$ cat src/rtl/sort_line_feeder.sv
// sort_line_feeder: packs a 32-bit element stream into 256-bit sorter lines.
// Four 8-bit elements per input word, 32 lanes per line. Lanes past the job's
// element count are filled with PAD_VALUE (the sorter minimum). The block emits
// a clear pulse per job, a one-cycle strobe per line, and the last-line flag
// with the last-line element count.
// Optional feature: define SORT_LINE_FEEDER_SIGNED_EN to flip the MSB of every
// accepted data byte, so unsigned input follows the sorter's signed order.
module sort_line_feeder #(
  parameter int unsigned IN_WIDTH   = 32,
  parameter int unsigned DATA_WIDTH = 8,
  parameter int unsigned LINE_WIDTH = 256,
  parameter int unsigned CNT_WIDTH  = 16,
  parameter logic [DATA_WIDTH-1:0] PAD_VALUE = 8'h80
) (
  input  logic                  sys_clk,
  input  logic                  sys_rst,
  input  logic                  start,
  input  logic [CNT_WIDTH-1:0]  total_num,
  input  logic [IN_WIDTH-1:0]   in_data,
  input  logic                  in_valid,
  output logic                  in_ready,
  output logic                  sorter_clr,
  output logic                  sorter_en,
  output logic [LINE_WIDTH-1:0] sorter_in,
  output logic                  last_sort,
  output logic [4:0]            last_line_sorter_num,
  output logic                  busy,
  output logic                  done
);

  localparam int unsigned EPW   = IN_WIDTH / DATA_WIDTH;  // elements per word
  localparam int unsigned LANES = LINE_WIDTH / DATA_WIDTH;
  localparam int unsigned WPL   = LANES / EPW;            // words per line
  localparam int unsigned PTR_W = $clog2(WPL);

  typedef enum logic [1:0] {S_IDLE, S_CLR, S_FILL, S_DONE} state_t;

  state_t                 state;
  logic [CNT_WIDTH-1:0]   tot;
  logic [CNT_WIDTH-1:0]   words_needed;
  logic [CNT_WIDTH-1:0]   word_cnt;
  logic [PTR_W-1:0]       word_ptr;
  logic [LINE_WIDTH-1:0]  line_buf;
  logic [LINE_WIDTH-1:0]  line_merged;
  logic [CNT_WIDTH:0]     words_sum;
  logic                   accept;
  logic                   final_word;
  logic                   line_close;
  logic [DATA_WIDTH-1:0]  elem_byte;
  logic [CNT_WIDTH+1:0]   elem_idx;

  assign words_sum  = {1'b0, total_num} + (CNT_WIDTH+1)'(EPW - 1);
  assign accept     = in_valid & in_ready;
  assign final_word = (word_cnt == words_needed - 1'b1);
  assign line_close = accept & ((word_ptr == PTR_W'(WPL - 1)) | final_word);

  // Line buffer with the current word merged in; bytes past tot become padding.
  always_comb begin
    line_merged = line_buf;
    elem_byte   = '0;
    elem_idx    = '0;
    for (int unsigned j = 0; j < EPW; j++) begin
      elem_idx  = ({2'b00, word_cnt} * (CNT_WIDTH+2)'(EPW)) + (CNT_WIDTH+2)'(j);
      elem_byte = in_data[j*DATA_WIDTH +: DATA_WIDTH];
`ifdef SORT_LINE_FEEDER_SIGNED_EN
      elem_byte = elem_byte ^ {1'b1, {(DATA_WIDTH-1){1'b0}}};
`endif
      if (elem_idx >= {2'b00, tot})
        elem_byte = PAD_VALUE;
      line_merged[(int'(word_ptr)*EPW + j)*DATA_WIDTH +: DATA_WIDTH] = elem_byte;
    end
  end

  // Job FSM with registered outputs; pulses default low every cycle.
  always_ff @(posedge sys_clk or posedge sys_rst) begin
    if (sys_rst) begin
      state                <= S_IDLE;
      tot                  <= '0;
      words_needed         <= '0;
      word_cnt             <= '0;
      word_ptr             <= '0;
      line_buf             <= {LANES{PAD_VALUE}};
      in_ready             <= 1'b0;
      sorter_clr           <= 1'b0;
      sorter_en            <= 1'b0;
      sorter_in            <= '0;
      last_sort            <= 1'b0;
      last_line_sorter_num <= '0;
      busy                 <= 1'b0;
      done                 <= 1'b0;
    end else begin
      sorter_clr           <= 1'b0;
      sorter_en            <= 1'b0;
      last_sort            <= 1'b0;
      last_line_sorter_num <= '0;
      done                 <= 1'b0;
      case (state)
        S_IDLE: begin
          if (start) begin
            tot          <= total_num;
            words_needed <= {1'b0, words_sum[CNT_WIDTH:2]};
            word_cnt     <= '0;
            word_ptr     <= '0;
            busy         <= 1'b1;
            state        <= S_CLR;
          end
        end
        S_CLR: begin
          sorter_clr <= 1'b1;
          if (tot == '0) begin
            state <= S_DONE;
          end else begin
            in_ready <= 1'b1;
            state    <= S_FILL;
          end
        end
        S_FILL: begin
          if (accept) begin
            word_cnt <= word_cnt + 1'b1;
            if (line_close) begin
              sorter_in <= line_merged;
              sorter_en <= 1'b1;
              line_buf  <= {LANES{PAD_VALUE}};
              word_ptr  <= '0;
              if (final_word) begin
                last_sort            <= 1'b1;
                last_line_sorter_num <= tot[4:0];
                in_ready             <= 1'b0;
                state                <= S_DONE;
              end
            end else begin
              line_buf <= line_merged;
              word_ptr <= word_ptr + 1'b1;
            end
          end
        end
        S_DONE: begin
          done  <= 1'b1;
          busy  <= 1'b0;
          state <= S_IDLE;
        end
        default: state <= S_IDLE;
      endcase
    end
  end

endmodule
$ cat config.mk
export PLATFORM = sky130hd
export DESIGN_NAME = sort_line_feeder
export DESIGN_NICKNAME = d
export VERILOG_FILES = /design/src/rtl/sort_line_feeder.sv
export SDC_FILE = /design/constraint.sdc
export NUM_CORES = 1
export LEC_CHECK = 0
export BUFFER_PORTS_ARGS = -buffer_cell sky130_fd_sc_hd__buf_2
export CORE_UTILIZATION = 45
export DETAILED_ROUTE_END_ITERATION = 7
export MAX_ROUTING_LAYER = met4
export PLACE_DENSITY = 0.65
export SLEW_MARGIN = 20
export SYNTH_ARGS = -nofsm -noshare
export SYNTH_HDL_FRONTEND = slang
export SYNTH_SLANG_ARGS = --single-unit
$ cat constraint.sdc
create_clock -name sys_clk -period 20.8 [get_ports sys_clk]
set_input_delay 4.16 -clock sys_clk [delete_from_list [all_inputs] [get_ports sys_clk]]
set_output_delay 4.16 -clock sys_clk [all_outputs]
set_load 0.01 [all_outputs]
==> qor.yml <==
critical_path:
  worst_path_most_repeated_cell: "buf_4"
  path_max_fanout: 115
  rrSetupSlack_ps: 14400
  slowest_stage: "inv_8"
  cp_cell_sequence: "buf_2, and3_1, buf_4, nand2_2, inv_8, buf_4, mux2_2"
  critPathKind: "in2reg"
  cp_top_family: "buffers and inverters"
  r2r_end: "sorter_in[232]"
  slowest_delay_ps: 910
  worst-path-buf-inv: 4
  arrival_ps: 7680
  worstSetupEndpointType: "register"
  worstPathRequired_ps: 21300
  rr_worst_depth: 11
  r2r_start: "words_needed[0]"
  startpoint_type: "primary input"
timing:
  slew_headroom_pct: 25.8
  rsz0062_at_grt: "no"
  hold_viol_final: 0
  slew_violations: 0
  min_period_ps: 7180
  timing.fmax_mhz: 139
  worst_slew_pin_slew_ps: 1110
  setup_tns_ps: 0
  worst_slack_ps: 13620
  period_share_pct: 34.5
  finalClockSkew_ps: 29.6
  whs_ps: 460
  setup_viol: 0
logic_synthesis:
  yosysMostFrequentCell: "dfrtp_1"
  syn_inst: 2233
  synth-seq-cells: 575
  synth_top_cell_by_area: "dfrtp_1"
  yosys.area_share.simple_pct: 6.83
  syn_area_per_cell_um2: 11.6
  synth_top_family_by_area: "compound AO/OA/AOI/OAI gates"
  synth_ff_type: "dfrtp_1"
  syn_area_mm2: 0.0260
  synth_mux_area_share_pct: 12.0
  synthArstFlopShare_pct: 100
  synth.net_count: 2314
  synth_compound_area_share_pct: 17.4
  netlist_top_cells_area: "dfrtp_1, mux2_1, o2bb2ai_1"
  synth_cell_types: 69
  synth_commonest_cells: "dfrtp_1, mux2_1, o21ai_0"
  synthAdderAreaFrac_pct: 1.40
  yosysWarnings: 0
  yosys.area.top_type_share_pct: 52.3
  synth_seq_area_share_pct: 55.6
  synth-xor-area-share_pct: 1.35
  synth-edff-count: 0
clock_network:
  cts.htree.levels: 2
  post-cts-setup-buffers: 0
  cts_hold_buffers: 0
  cts_tree: "done"
  root_buffer: "clkbuf_16"
  cts.clk_slew.worst_paths_ps: 60
  clk_path_buf_depth: 3
  insertion_delay_ps: 640
  cts-resized-gates: 0
  cts_made_buffers: 59
  clock_sinks: 575
pwr:
  ir_drop_mv: 0.0789
  p_clk_share_pct: 35.6
  p_leak_nw: 14.8
  power.internal_mw: 2.20
  seqPwrFrac_pct: 42.6
  swShare_pct: 31.1
  powerDensity_mw_per_mm2: 106
  p_comb_share_pct: 21.8
  power.switching_mw: 0.996
place:
  port_buffers: 318
  place_congestion: 0.864
  post_dp_cell_area_mm2: 0.0281
  place_ws_ps: 13050
  hpwl_mm: 51.8
route:
  vias: 19450
  vias_per_cell: 5.90
  antenna_left: 0
  drc: 0
  routed_wl_mm: 75.1
  first_iter_violations: 1752
  firstDrtPassIters: 6
  routedWlPerCell_um: 22.8
grt:
  grt_pass1_wl_mm: 117
  grt.overflow.total: 0
  first_global_vias: 19548
  grt_use_total_pct: 26.4
  antenna_found_initial: 2
  grt_max_degree: 118
hold_path:
  holdCritStartpoint: "line_buf[231]"
  hp-class: "reg2reg"
  min_to: "line_buf[231]"
  worstHoldPathCells: 2
final_layout:
  final_nets: 2571
  syn_to_final_growth_pct: 16.1
  final_area_mm2: 0.0302
  drive_above_1_share_pct: 23.2
  regArea_mm2: 0.0144
  multi_input_area_mm2: 0.0102
  nFillCells: 4905
  final_util_pct: 53.2
floorplan:
  die_y_um: 242
  die_x_um: 242
  die_area_mm2: 0.0587
  coreArea_mm2: 0.0567
  start_util_pct: 45.8
  rows: 87
  ios: 319
outcome:
  status: "finished clean"
job:
  drv_cap: 0
## routing by layer
layer,GRT usage (%),wire length [um],vias up
met1,36.1,34100,9991
li1,-,-,8694
met5,-,0,-
met2,39.6,34100,647
met4,8.49,2110,0
met3,5.14,4700,118
## sequential cells by signal, indices dropped and copies added, names as in the netlist, 2 cells and up
signal / cells
tot: 16
word_cnt: 16
word_ptr: 3
last_line_sorter_num: 5
state: 2
sorter_in: 256
words_needed: 15
line_buf: 256
## worst max path at each step
stage / slack (ps) / depth (start not counted) / to / start
floorplan: 610 / 1 / busy / sys_rst
global placement: 13130 / 7 / sorter_in[243] / in_valid
detailed placement: 13050 / 7 / sorter_in[237] / in_valid
CTS: 13710 / 7 / sorter_in[239] / in_valid
global route: 13440 / 7 / sorter_in[232] / in_valid
finish: 13620 / 7 / sorter_in[232] / in_valid
## cells in the final DEF, fill, tap and decap left out, drive strengths merged, types with 5 or more instances in the layout
cell type  netlist  routed
or4              6       6
nand2          135     135
o2bb2ai        105     105
a21oi           28      28
o22ai           97      97
buf             47     367
nor3            28      28
a22o            73      73
clkbuf         124      82
a32o            70      70
bufinv           0       9
nor2b            5       5
or2              6       6
xor2            19      19
xnor2           21      21
o311ai           9       9
mux2           241     241
nand2b           7       7
clkinv           3      18
a31oi            5       5
dfstp           32      32
o31ai           11      11
dfrtp          543     543
nor2            70      70
nor4            23      23
o21ai          186     186
and3             6       6
nand4           13      13
nand3           39      39
mux2i           39      39
o32a            14      14
inv            139     142
ha              29      29
or3             17      17
## logic make-up after synthesis
family	count (synthesis)
xor+xnor	40
buf+inv	313
compound gates	627
fa+ha+maj	29
mux	280
flops	575
simple gates	369
## power by group through the flow
stage	registers (mW)	logic, mW	clock network [mW]
after floorplan	1.35	0.496	0
after global placement	1.37	0.669	0
after detailed placement	1.38	0.689	0
after CTS	1.36	0.695	1.16
after global routing	1.38	0.773	1.20
final	1.36	0.698	1.14
## stage by stage
step,total power [mW],cells
6_report,3.20,3299
5_1_grt,3.35,3298
4_1_cts,3.21,3296
3_5_place_dp,2.07,3185
3_3_place_gp,2.04,3185
2_1_floorplan,1.84,2233
## layout make-up
class,instances,area share [%]
multi-input cells,1345,33.7
well taps,756,3.14
clock buffers,82,5.62
flip-flops and latches,575,47.8
clock inverters,29,1.31
repair buffers,367,6.51
inverters,142,1.82
diodes,3,0.0249
## tightest hold or removal path, cell delays in order (launching register included)
cell and delay [ps]:
dfstp_2 370, inv_1 40, a2bb2oi_1 50
Note: power is estimated with default switching activity, not from simulation.
